### src/rtl/estimate_seq.sv
// Command sequencer for the estimate datapath: walks ini/acc/pool/norm/activ for every
// output neuron of one layer pass and packs the returned activ bits into 32-bit words.
module estimate_seq #(
    parameter int NACC_W  = 10,
    parameter int NPOOL_W = 4,
    parameter int NOUT_W  = 10
) (
    input  logic               clk,
    input  logic               reset,
    input  logic               start,
    input  logic [15:0]        w_base,
    input  logic [15:0]        m_base,
    input  logic [NACC_W-1:0]  n_acc,
    input  logic [NPOOL_W-1:0] n_pool,
    input  logic [NOUT_W-1:0]  n_out,
    input  logic [15:0]        bias,
    input  logic               in_valid,
    input  logic [31:0]        in_data,
    output logic               in_ready,
    output logic [2:0]         com,
    output logic [15:0]        addr,
    output logic [31:0]        data,
    input  logic               activ,
    output logic               out_valid,
    output logic [31:0]        out_data,
    input  logic               out_ready,
    output logic               busy,
    output logic               done
);

    localparam logic [2:0] COM_INI  = 3'd0;
    localparam logic [2:0] COM_ACC  = 3'd1;
    localparam logic [2:0] COM_POOL = 3'd2;
    localparam logic [2:0] COM_NORM = 3'd3;
    localparam logic [2:0] COM_ACTV = 3'd4;
    localparam logic [2:0] COM_NOP  = 3'd7;

    typedef enum logic [3:0] {
        S_IDLE, S_INI, S_ACC, S_POOL, S_NORM, S_ACTV, S_CAPT, S_FLUSH, S_DONE
    } state_t;

    state_t state, state_nx;

    // Configuration captured at start so the pass is immune to input changes.
    logic [15:0]        m_base_q, bias_q, wrow;
    logic [NACC_W-1:0]  n_acc_q, k;
    logic [NPOOL_W-1:0] n_pool_q, p;
    logic [NOUT_W-1:0]  n_out_q, o;

    logic [2:0]  com_d;
    logic [15:0] addr_d;
    logic [31:0] data_d;

    logic last_k, last_p, last_o, word_end, out_hs;

    assign last_k   = (k == n_acc_q - NACC_W'(1));
    assign last_p   = (p == n_pool_q - NPOOL_W'(1));
    assign last_o   = (o == n_out_q - NOUT_W'(1));
    assign word_end = (o[4:0] == 5'd31) || last_o;

    assign in_ready  = (state == S_ACC) && in_valid;
    assign out_valid = (state == S_FLUSH);
    assign out_hs    = out_valid && out_ready;
    assign busy      = (state != S_IDLE) && (state != S_DONE);
    assign done      = (state == S_DONE);

    // NOTE: every always_comb output gets a default first so no path can infer a latch.
    always_comb begin
        state_nx = state;
        com_d    = COM_NOP;
        addr_d   = 16'd0;
        data_d   = 32'd0;
        case (state)
            S_IDLE:  if (start) state_nx = S_INI;
            S_INI: begin
                com_d    = COM_INI;
                data_d   = {16'd0, bias_q};
                state_nx = S_ACC;
            end
            S_ACC: begin
                if (in_valid) begin
                    com_d  = COM_ACC;
                    addr_d = wrow + 16'(k);
                    data_d = in_data;
                    if (last_k) state_nx = S_POOL;
                end
            end
            S_POOL: begin
                com_d    = COM_POOL;
                data_d   = {16'd0, bias_q};
                state_nx = last_p ? S_NORM : S_ACC;
            end
            S_NORM: begin
                com_d    = COM_NORM;
                addr_d   = m_base_q + 16'(o);
                state_nx = S_ACTV;
            end
            S_ACTV: begin
                com_d    = COM_ACTV;
                state_nx = S_CAPT;
            end
            S_CAPT:  state_nx = word_end ? S_FLUSH : S_INI;
            S_FLUSH: if (out_hs) state_nx = last_o ? S_DONE : S_INI;
            S_DONE:  state_nx = S_IDLE;
            default: state_nx = S_IDLE;
        endcase
    end

    // NOTE: sequential state uses non-blocking assignments so every register samples pre-edge values.
    always_ff @(posedge clk) begin
        if (reset) begin
            state    <= S_IDLE;
            com      <= COM_NOP;
            addr     <= 16'd0;
            data     <= 32'd0;
            out_data <= 32'd0;
            m_base_q <= 16'd0;
            bias_q   <= 16'd0;
            wrow     <= 16'd0;
            n_acc_q  <= '0;
            n_pool_q <= '0;
            n_out_q  <= '0;
            k        <= '0;
            p        <= '0;
            o        <= '0;
        end else begin
            state <= state_nx;
            com   <= com_d;
            addr  <= addr_d;
            data  <= data_d;
            case (state)
                S_IDLE: if (start) begin
                    m_base_q <= m_base;
                    bias_q   <= bias;
                    wrow     <= w_base;
                    n_acc_q  <= n_acc;
                    n_pool_q <= n_pool;
                    n_out_q  <= n_out;
                    o        <= '0;
                    out_data <= 32'd0;
                end
                S_INI: begin
                    k <= '0;
                    p <= '0;
                end
                S_ACC:  if (in_valid) k <= k + NACC_W'(1);
                S_POOL: begin
                    k <= '0;
                    if (!last_p) p <= p + NPOOL_W'(1);
                end
                S_CAPT: begin
                    out_data[o[4:0]] <= activ;
                    if (!word_end) begin
                        o    <= o + NOUT_W'(1);
                        wrow <= wrow + 16'(n_acc_q);
                    end
                end
                S_FLUSH: if (out_hs) begin
                    out_data <= 32'd0;
                    if (!last_o) begin
                        o    <= o + NOUT_W'(1);
                        wrow <= wrow + 16'(n_acc_q);
                    end
                end
                default: ;
            endcase
        end
    end

endmodule

### config.mk
export PLATFORM = sky130hd
export DESIGN_NAME = estimate_seq
export DESIGN_NICKNAME = d
export VERILOG_FILES = /design/src/rtl/estimate_seq.sv
export SDC_FILE = /design/constraint.sdc
export NUM_CORES = 1
export LEC_CHECK = 0
export BUFFER_PORTS_ARGS = -buffer_cell sky130_fd_sc_hd__buf_2
export CORE_ASPECT_RATIO = 1.4
export CORE_MARGIN = 2
export CORE_UTILIZATION = 50
export DETAILED_ROUTE_END_ITERATION = 6
export GPL_ROUTABILITY_DRIVEN = 0
export PLACE_DENSITY_LB_ADDON = 0.05
export SLEW_MARGIN = 25
export SYNTH_ARGS = -nofsm -noshare
export SYNTH_HDL_FRONTEND = slang
export SYNTH_SLANG_ARGS = --single-unit
### constraint.sdc
create_clock -name clk -period 2.8 [get_ports clk]
set_input_delay 0.14 -clock clk [delete_from_list [all_inputs] [get_ports clk]]
set_output_delay 0.14 -clock clk [all_outputs]
set_load 0.02 [all_outputs]
; Word level (Yosys, flattened, before mapping)
; Index checks and enable logic that the tools add are counted.
; W data, S select, Z words.
[op_classes]
addsub = 9
order_cmp = 2
eq_ne = 20
n_mux = 34
reduce_logical = 17
[ops]
columns = operator, count
row1 = $mux W32, 3
row2 = $pmux W32 S3, 1
row3 = $mux W16, 5
row4 = $pmux W32 S2, 1
row5 = $mux W10, 5
row6 = $add A16 B10 Y16, 3
row7 = $pmux W16 S3, 1
row8 = $bwmux W32, 1
row9 = $pmux W16 S2, 1
row10 = $pmux W4 S8, 1
row11 = $pmux W10 S3, 1
row12 = $mux W4, 6
row13 = $add A10 B1 Y10 const B, 2
row14 = $eq A10 B10 Y1, 2
row15 = $pmux W10 S2, 1
row16 = $sub A10 B1 Y10 const B, 2
row17 = $eq A4 B3 Y1 const B, 4
row18 = $pmux W3 S5, 1
row19 = $ne A2 B2 Y1 const B, 6
row20 = $mux W3, 3
row21 = $eq A4 B2 Y1 const B, 2
row22 = $pmux W4 S2, 1
row23 = $lt A5 B6 Y1 const B, 1
row24 = $reduce_and A2 Y1, 3
row25 = other kinds (21), 25
[word_totals]
register_bits = 183
elab_cells = 96

; Depth between registers and ports, before layout
[depth]
ltp_word = 6
mapped_depth = 11
mapped_depth_nobuf = 10

; Worst setup path before layout
; Ideal clock, no wire load.
[synth_path]
path_kind = reg-to-reg
from = reg k[0]
to = reg addr[14]
setup_time_ns = 0.128
arrival_ns = 2.537
required_ns = 2.672
slack_ns = 0.136
path_stages_with_launch = 10
n_path_buf = 0
path_cell_list = dfxtp_1 > ha_1 > fa_1 > a21o_1 > a211o_1 > a2111oi_0 > nor3b_1 > o21ai_0 > xnor2_1 > o22ai_1
[synth_via]
elab_chain_len = 3
[synth_lines]
columns = item, line_no
row1 = from (decl), 46  ; logic [NACC_W-1:0] n_acc_q, k;
row2 = from (signal assigned), 146  ; S_ACC: if (in_valid) k <= k + NACC_W'(1);
row3 = $add A16 B10 Y16, 83  ; addr_d = wrow + 16'(k);
row4 = $mux W16, 81  ; if (in_valid) begin
row5 = $pmux W16 S2, 73  ; case (state)
row6 = to (signal assigned), 129  ; addr <= addr_d;
row7 = to (decl), 21  ; output logic [15:0] addr,
; Every way passes these cells.
; A chain may end at the register's enable or synchronous reset.

; Worst setup path in the final report
[layout_path]
from = reg wrow[0]
to = reg addr[12]
[layout_via]
elab_chain_len = 3
[layout_lines]
columns = item, line_no
row1 = from (decl), 45  ; logic [15:0] m_base_q, bias_q, wrow;
row2 = from (signal assigned), 135  ; wrow <= w_base;
row3 = from (signal assigned), 155  ; wrow <= wrow + 16'(n_acc_q);
row4 = from (signal assigned), 162  ; wrow <= wrow + 16'(n_acc_q);
row5 = $add A16 B10 Y16, 83
row6 = $mux W16, 81
row7 = $pmux W16 S2, 73
; Every way passes these cells.

==> reports/qor.csv <==
metric;value;unit
Critical Path Start Type;register;
top cells by area, synth;dfxtp_1, nand2_1, a21oi_1;
Critical-path top delay cell;fa_1;
reg2reg path depth;10;
Worst IR Drop VDD;385.7;uV
count of different cell masters after synthesis;68;
Yosys top cell by area;dfxtp_1;
core area;0.01860;sq mm
row count;59;
CTS Buf Count;17;
Pint;0.004536;W
final WL;27720;microns
worst hold path type;in -> reg;
share of layout cells above drive strength 1;18.94;%
pwr/cell area;536.3;mW/mm^2
CTS tree;done;
RR Startpoint;wrow[0]$_SDFFE_PP0P_;
crit path DAT;2.90;ns
Reg power frac;43.3;%
Psw;0.002061;W
slew margin rel.;48.06;%
Syn Std Cell Area;0.009488;sq mm
Setup TNS;0;ns
Synth top area share;38.61;%
final setup vio count;0;
Pre-antenna DRT Iters;7;
I/O pin count;197;
initial antenna violation count;1;
Starting Density;51.00;%
clk slew on worst S/H paths;0.07;ns
CP Capture Type;register;
combinational cell fraction of total power;19.5;%
DRC violations left;0;
Worst-Margin Slew;0.7731;ns
largest net degree at the start of global routing;54;
Post-DRT Antenna Nets;0;
GRT Util Overall;27.23;%
synthesis-to-layout area growth;29.63;%
area of the multi-input gates;0.005434;sq mm
most common library cells after synthesis;nand2_1, dfxtp_1, a21oi_1;
RSZ-0062 raised after global routing;false;
drt initial violations;496;
part of the power in the clock network;37.2;%
Hold Path Depth;3;
die area;0.02011;sq mm
vias in the first global route;9099;
die width;120.4;microns
critical path fanouts, max;3;
crit path from;wrow[0]$_SDFFE_PP0P_;
Post-synth EDFFs;0;
setup repair bufs after CTS;0;
Max Freq;386.5;MHz
fin nets;1624;
CP cell instances;ha_1, fa_1, a21o_1, a211o_1, a2111oi_2, buf_4, nor3b_1, o21ai_1, xnor2_1, o22ai_1;
Final Max Slew Viols;0;
P_leak;5.277;nW
setup ws final;0.2129;ns
Async SR Flop Fraction;0;%
reg2reg end;addr[12]$_SDFF_PP0_;
port bufs;196;
root buf cell;clkbuf_16;
hpwl dp;19180;microns
synth warn;0;
CP peak stage delay;0.41;ns
WL/cell;16.03;microns
average cell area after synthesis;7.841;sq um
Vias/cell;5.497;
flops & latches, synth;183;
storage element area;0.003664;sq mm
Hold Vio Cnt, Final;0;
vias;9504;
Clock Latency Late Sink;0.44;ns
Filler Cells Inserted;1667;
status;completed;
most common cell in the netlist;nand2_1;
Hold Crit Start;n_acc[9];
pre-CTS setup slack;0.1355;ns
register-to-register path setup slack;0.21;ns
Tcrit/Tclk final;92.40;%
Syn Nets;1363;
clock buffer depth;2;
first-pass GRT wire length;44190;microns
post-synthesis sequential area ratio;38.61;%
post-layout min period;2.587;ns
Req. time, crit path;3.12;ns
die height;167.0;microns
ys flop type;dfxtp_1;
type of the worst setup path;reg -> reg;
Fin Clk Skew;0.01422;ns
Overflow after GRT;0;
max-cap viol count;0;
Post-Synthesis Cells;1210;
clock sink count;183;
Hold EP;n_acc_q[9]$_SDFFE_PP0P_;
CTS H-Tree Depth;4;
Switching Share;31.24;%
## cell type report
type | instances | area share, %
repair buffers | 324 | 17.78
clock inverters | 14 | 1.445
well taps | 244 | 2.482
diodes | 1 | 0.02035
multi-input cells | 921 | 44.18
clock buffers | 18 | 3.571
inverters | 24 | 0.7325
flip-flops and latches | 183 | 29.79
## critical path: cells and delay by family, from the launching register on
| family | cells | cell delay [ns] |
|---|---|---|
| adder cells (fa/ha/maj) | 2 | 0.65 |
| flip-flops | 1 | 0.34 |
| XOR/XNOR | 1 | 0.14 |
| AND/OR/NAND/NOR | 1 | 0.06 |
| buffers and inverters | 1 | 0.17 |
| AO/OA/AOI/OAI | 5 | 1.12 |
## through the flow
step,power (W),std cells,hold slack (ns),util (%),instance area [sq um]
after detailed placement,0.004092,1604,0.3441,57.79,10750
after global placement,0.004082,1604,0.3440,57.79,10750
after CTS,0.006625,1728,0.003216,66.05,12290
after floorplan,0.003708,1210,0.2617,-,9488
after global routing,0.006890,1729,0.01029,66.12,12300
final,0.006596,1729,0.02526,66.12,12300
## registers in the layout (all words and copies together), names as in the netlist
register	flops
state	4
n_pool_q	4
k	10
bias_q	16
o	10
m_base_q	16
addr	16
data	32
n_out_q	10
n_acc_q	10
p	4
com	3
out_data	32
wrow	16
## cell usage in the layout (no fill, tap or decap), types with 5 or more instances in the layout
master	Yosys	routed
o21a_1	5	5
nor2_1	82	81
nand4_1	9	9
buf_2	3	195
a21o_1	13	13
mux2i_1	6	6
inv_1	23	23
and3_1	12	12
clkbuf_16	0	17
or3_1	8	8
a211oi_1	14	14
a22oi_1	25	25
o211ai_1	7	7
o21bai_1	6	6
dlygate4sd3_1	0	92
ha_1	40	39
buf_4	0	36
xnor2_1	42	42
a311oi_1	5	5
nor3_1	25	25
a31oi_1	14	14
xor2_1	22	22
or4_1	5	5
o21ai_0	64	62
clkinv_8	0	6
a21oi_1	158	158
nand3_1	23	23
nor4_1	8	8
nor2b_1	10	10
nand2b_1	11	11
dfxtp_1	183	183
o22ai_1	14	14
and2_1	24	24
nand2_1	216	215
## timing repair
item                                   4_1_cts  5_1_grt
hold buffers                                92        0
gates resized for setup                      0        5
setup endpoints to repair                    0        3
endpoints found under the hold margin       92        0
## per-layer routing
| metal | track usage (%) | vias up | part of all wire, % |
|---|---|---|---|
| met3 | 4.384 | 49 | 4.6 |
| met5 | 0 | - | 0 |
| met4 | 9.909 | 0 | 2.6 |
| met2 | 49.94 | 264 | 52 |
| li1 | - | 4753 | - |
| met1 | 31.39 | 4438 | 41 |
## power groups by stage
stage               Clock (W)  Combinational (W)  Sequential, W
detailed placement          0            0.00117        0.00292
CTS                   0.00249            0.00128        0.00286
global route          0.00259            0.00143        0.00288
finish                0.00245            0.00129        0.00286
floorplan                   0           0.000822        0.00289
global placement            0            0.00117        0.00292
## worst max-delay path by stage
stage | slack (ns) | endpoint
2_1_floorplan | 0.14 | addr[14]$_SDFF_PP0_
3_3_place_gp | 0.16 | addr[12]$_SDFF_PP0_
3_5_place_dp | 0.14 | addr[12]$_SDFF_PP0_
4_1_cts | 0.11 | addr[12]$_SDFF_PP0_
5_1_grt | 0.009 | wrow[14]$_SDFFE_PP0P_
6_report | 0.21 | addr[12]$_SDFF_PP0_
## logic make-up (layout without fill, tap and decap cells)
group | Yosys count | after routing | synth area share [%]
and+or+nand+nor | 451 | 451 | 21.69
AOI/OAI and AO/OA | 354 | 354 | 22.34
DFF | 183 | 183 | 38.61
buffers and inverters | 106 | 380 | 4.312
xor gates and xnor gates | 66 | 66 | 6.383
adders and majority gates | 43 | 43 | 5.908
muxes | 7 | 7 | 0.7517
other | 0 | 1 | 0
(Power assumes the default switching activity.)
